### src/rtl/flex_stp_word_sr.sv
// flex_stp_word_sr
//   Serial-to-parallel shift register with built-in word framing. It counts
//   shifted bits, and every NUM_BITS shifts it copies the assembled word into
//   a holding register and raises data_ready. data_ready stays high until the
//   consumer acknowledges with data_read. A word that completes while the
//   previous word is still unread sets the sticky overrun flag.
//
// Parameters
//   NUM_BITS  : word width and bits per frame (2..32)
//   SHIFT_MSB : 1 = new bit enters at bit 0 (MSB-first stream)
//               0 = new bit enters at MSB   (LSB-first stream)
//   RESET_BIT : fill value of the shift register on reset or clear
//
// Ports
//   clk, n_rst    : clock (rising edge) and asynchronous active-low reset
//   shift_enable  : shift serial_in in this cycle
//   serial_in     : serial data bit
//   clear         : synchronous frame abort; overrides shift_enable and data_read
//   data_read     : consumer acknowledge of data_out
//   parallel_out  : live shift-register contents
//   data_out      : last completed word
//   data_ready    : data_out holds an unread word
//   word_done     : one-cycle pulse per completed word
//   overrun       : sticky; a word completed while the previous one was unread
//   bit_count     : bits shifted into the current frame (0..NUM_BITS-1)
module flex_stp_word_sr #(
  parameter int unsigned NUM_BITS  = 8,
  parameter bit          SHIFT_MSB = 1'b1,
  parameter bit          RESET_BIT = 1'b1
) (
  input  logic                            clk,
  input  logic                            n_rst,
  input  logic                            shift_enable,
  input  logic                            serial_in,
  input  logic                            clear,
  input  logic                            data_read,
  output logic [NUM_BITS-1:0]             parallel_out,
  output logic [NUM_BITS-1:0]             data_out,
  output logic                            data_ready,
  output logic                            word_done,
  output logic                            overrun,
  output logic [$clog2(NUM_BITS+1)-1:0]   bit_count
);

  localparam int unsigned CW = $clog2(NUM_BITS + 1);
  localparam logic [NUM_BITS-1:0] FILL = {NUM_BITS{RESET_BIT}};
  localparam logic [CW-1:0] LAST_BIT = CW'(NUM_BITS - 1);

  logic [NUM_BITS-1:0] shifted;
  logic                complete;

  // Value the register takes if this cycle shifts; also the captured word
  // when this shift completes the frame.
  always_comb begin
    shifted = parallel_out;
    if (SHIFT_MSB) begin
      shifted = {parallel_out[NUM_BITS-2:0], serial_in};
    end else begin
      shifted = {serial_in, parallel_out[NUM_BITS-1:1]};
    end
  end

  assign complete = shift_enable && (bit_count == LAST_BIT);

  always_ff @(posedge clk or negedge n_rst) begin
    if (!n_rst) begin
      parallel_out <= FILL;
      bit_count    <= '0;
    end else if (clear) begin
      parallel_out <= FILL;
      bit_count    <= '0;
    end else if (shift_enable) begin
      parallel_out <= shifted;
      bit_count    <= complete ? '0 : bit_count + CW'(1);
    end
  end

  // Completion takes precedence over an acknowledge on the same edge: the
  // new word is unread, so data_ready stays set and no overrun is flagged.
  always_ff @(posedge clk or negedge n_rst) begin
    if (!n_rst) begin
      data_out   <= '0;
      data_ready <= 1'b0;
      word_done  <= 1'b0;
      overrun    <= 1'b0;
    end else if (clear) begin
      data_ready <= 1'b0;
      word_done  <= 1'b0;
      overrun    <= 1'b0;
    end else begin
      word_done <= complete;
      if (complete) begin
        data_out   <= shifted;
        data_ready <= 1'b1;
        if (data_ready && !data_read) begin
          overrun <= 1'b1;
        end
      end else if (data_read) begin
        data_ready <= 1'b0;
      end
    end
  end

endmodule

### config.mk
export PLATFORM = sky130hd
export DESIGN_NAME = flex_stp_word_sr
export DESIGN_NICKNAME = d
export VERILOG_FILES = /design/src/rtl/flex_stp_word_sr.sv
export SDC_FILE = /design/constraint.sdc
export NUM_CORES = 1
export LEC_CHECK = 0
export BUFFER_PORTS_ARGS = -buffer_cell sky130_fd_sc_hd__buf_4
export CORE_AREA = 2 2 49 51
export CTS_CLUSTER_DIAMETER = 150
export CTS_CLUSTER_SIZE = 30
export DETAILED_ROUTE_END_ITERATION = 16
export DIE_AREA = 0 0 51 53
export GPL_TIMING_DRIVEN = 1
export MAX_ROUTING_LAYER = met4
export PLACE_DENSITY_LB_ADDON = 0.25
export SYNTH_ARGS = -nofsm -noshare
export SYNTH_HDL_FRONTEND = slang
export SYNTH_SLANG_ARGS = --single-unit
### constraint.sdc
create_clock -name clk -period 1.8 [get_ports clk]
set_input_delay 0.18 -clock clk [delete_from_list [all_inputs] [get_ports clk]]
set_output_delay 0.18 -clock clk [all_outputs]
set_load 0.05 [all_outputs]
# Word-level counts from Yosys, hierarchy flattened
# Cells that the tools add are included.
# op_classes
add_sub_neg,1
eq_ne,1
muxes,12
n_bitwise,1
reduce_logical,9
# op_table
cell,n
two-way mux 8 bit,2
two-way mux 4 bit,3
two-way mux 1 bit,7
nonzero test 2 bit,3
"adder 4 x 1 -> 4 bit, second input constant",1
"== test 4 x 3 -> 1 bit, second input constant",1
AND reduction 2 bit,2
nonzero test 3 bit,1
logical AND 1 bit,2
zero test 1 bit,1
NOT 1 bit,1
# word_totals
regBits,23
inputBits,6
output_inout_bits,23
elab_cells,30

# Depth between registers and ports, before layout
# depth
word_depth,5
depth_mapped,4
ltp_nobuf,4

# Worst setup path before layout
# No wires, ideal clock.
# synth_timing
path_type,register to register
start,register bit_count[0]
end,register data_out[0]
setup_time_ns,0.125
arrival_time_ns,1.658
required_ns,1.675
setup_slack_ns,0.017
stages_incl_launch_ff,5
path_buffers,0
synth_period_minus_slack_ns,1.783
path_cell_list,dfrtp_1 ha_1 nand4b_4 nor2_8 mux2_4
# synth_between
elab_chain_len,3
# synth_lines
item,line,text
start: declaration,42,output logic [$clog2(NUM_BITS+1)-1:0] bit_count
start signal: assignment,74,bit_count <= complete ? '0 : bit_count + CW'(1);
== test 4 x 3 -> 1 bit,63,assign complete = shift_enable && (bit_count == LAST_BIT);
logical AND 1 bit,63,
AND reduction 2 bit (no source line),--,
end signal: assignment,93,data_out <= shifted;
end: declaration,38,"output logic [NUM_BITS-1:0] data_out,"
# Every way passes these cells.
# A chain may end at the register's enable or synchronous reset.

# Worst setup path in the final report
# layout_timing
start,register bit_count[0]
end,register data_out[7]
# The elaborated chain is that of the path after synthesis.

==> out/qor.yml <==
power:
  power.share.clock: 0.248
  power_switching_uw: 262
  p_comb_frac: 0.156
  ir_worst_vdd_v: 0.000436
  p_leak_uw: 0.000624
  seq_power_share: 0.596
  switching_share: 0.280
  powerDensity_nw_per_um2: 743
  p_int_uw: 674
  power.total_uw: 936
timing:
  setup_slack_ps: 279
  skew_ps: 10.8
  report.final.slew_viol_count: 0
  rsz0062_at_grt: "false"
  setup_viol: 0
  hold_violations: 0
  finalSetupTns_ps: 0
  period_minus_slack_ps: 1520
  tightest_slew_ps: 282
  fin_crit_sh: 0.845
  slew_headroom: 0.812
  fmax_mhz: 657
setup_path:
  r2r_cells: 4
  worstPathMaxFanout: 9
  critPathArrivalTime_ps: 1720
  rrSetupSlack_ps: 280
  endpoint_kind: "flop"
  cp-start-kind: "flop"
  r2r_start: "bit_count[0]"
  regToRegEndpoint: "data_out[7]"
  required_ps: 2000
  critPathKind: "flop to flop"
synth:
  avgSynthCellArea_um2: 14.4
  yosysTopAreaCell: "dfrtp_1"
  synth_edf_count: 0
  synth_top_area_frac: 0.378
  syn_area_um2: 993
  ys_seq_area_frac: 0.589
  synth_cells: 69
  ys_warn_count: 0
  yosys-top-cells-area: "dfrtp_1 38%, dfstp_2 21%, mux2_4 12%"
  yosys_register_bits: 23
  synthFlopType: "dfrtp_1"
  syn_nets: 76
  yosys-top-cells-count: "15 x dfrtp_1, 8 x a211o_1, 8 x dfstp_2, 8 x mux2_4, 8 x nor2b_1"
  yosysUniqueCellTypes: 21
  synth-async-reset-ratio: 1.00
  synth.most_common_cell: "dfrtp_1"
die:
  start_util: 0.462
  die_x_um: 51
  row_count: 17
  die_y_um: 53
  ios: 29
  core_um2: 2150
  die-area_um2: 2700
global_routing:
  grt_pass1_wl_um: 3040
  track_usage: 0.160
  grt_max_degree: 24
  antenna_found_initial: 0
  grt-ovfl-total: 0
  grt_pass1_vias: 639
hold_path:
  min_from: "serial_in"
  hp-class: "input port to flop"
  worstHoldEndpoint: "parallel_out[0]"
  holdPathStages: 2
drt:
  ant_nets: 0
  dr.first_iter.drc_count: 3
  drcViolationCount: 0
  routed_wl_um: 1720
  vias: 624
  routedWlPerCell_um: 13.5
  vias_per_cell: 4.91
  dr.pass1.iters: 3
job:
  maxCapViolCount: 0
place:
  routabilityCongestion: 0.727
  port_buffers: 28
  dpl_worst_slack_ps: 307
clock_tree:
  tritoncts: "yes"
  cts.sinks: 23
  cts_buffer_depth: 2
  cts_resized: 0
  cts.htree.levels: 1
  post_cts_buffers: 0
  cts_buffers: 3
  root_buffer: "clkbuf_4"
  cts.clk_slew.worst_paths_ps: 130
  clk_latency_ps: 310
  ctsHoldBuffers: 1
finish:
  synthToLayoutAreaGrowth_pct: 26.8
  n_antenna_cell: 0
  num-nets-final: 107
  layout-drive-gt1-share: 0.515
run_status:
  outcome: "finished clean"
critical path: stages (launching register included):
cell,delay (ps)
dfrtp_1,430
ha_1,250
nand4b_4,170
nor2_8,230
mux2_4,320
worst max path at each step:
stage                            start           to  slack (ps)  depth (start not counted)
final                     bit_count[0]  data_out[7]         280                          4
after floorplan           bit_count[0]  data_out[0]          20                          4
after CTS                 bit_count[0]  data_out[4]         270                          4
after detailed placement  bit_count[0]  data_out[5]         310                          4
after global routing      bit_count[0]  data_out[4]         190                          4
after global placement    bit_count[0]  data_out[3]         350                          4
per-layer routing:
metal  track usage  part of all wire  wire, um
met1         0.219              0.49       842
met2         0.221              0.44       762
met3        0.0282             0.056        96
met4        0.0946            0.0082        14
met5             -                 0         0
per-stage QoR:
stage	instance area [um2]	instances	hold WS (ps)	util
after floorplan	993	69	-116	-
after global placement	1220	122	84.8	0.569
after detailed placement	1220	122	84.2	0.569
after CTS	1260	127	71.4	0.586
after global routing	1260	127	85.0	0.586
final	1260	127	84.6	0.586
power groups by stage:
stage	clock network, uW	logic [uW]	registers (uW)
CTS	246	148	558
floorplan	0	38.2	621
detailed placement	0	146	567
global route	268	158	561
finish	232	146	557
global placement	0	145	566
layout make-up:
type	count	area (um2)
fill	170	888
sequential	23	586
multi-input combinational	43	392
timing repair buffer	29	220
tap	28	35.0
clock buffer	3	22.5
clock inverter	1	5.00
cells in the final DEF, fill, tap and decap left out, drive strengths merged:
cell	n
nand2b	2
clkbuf	3
dfrtp	15
or3	1
dfstp	8
o21ba	1
mux2	8
ha	1
nor2b	8
nand4b	1
dlygate4sd3	1
clkinv	1
mux2i	1
nand4	1
xor2	1
nand2	2
nor2	4
buf	28
nand3b	1
a211o	8
a21oi	3
flip-flops by register name, summed over array words and instances, names as in the netlist:
| register | flops |
|---|---|
| word_done | 1 |
| parallel_out | 8 |
| overrun | 1 |
| data_out | 8 |
| data_ready | 1 |
| bit_count | 4 |
cells by family (layout without fill, tap and decap cells):
kind of cell | count (synthesis) | count (layout) | share of synthesized area
DFF | 23 | 23 | 0.589
and+or+nand+nor | 20 | 20 | 0.146
AOI/OAI and AO/OA | 12 | 12 | 0.0957
muxes | 9 | 9 | 0.131
buffers and inverters | 3 | 33 | 0.0164
adders and majority gates | 1 | 1 | 0.0126
xor gates and xnor gates | 1 | 1 | 0.00882
Note: power is estimated with default switching activity, not from simulation.
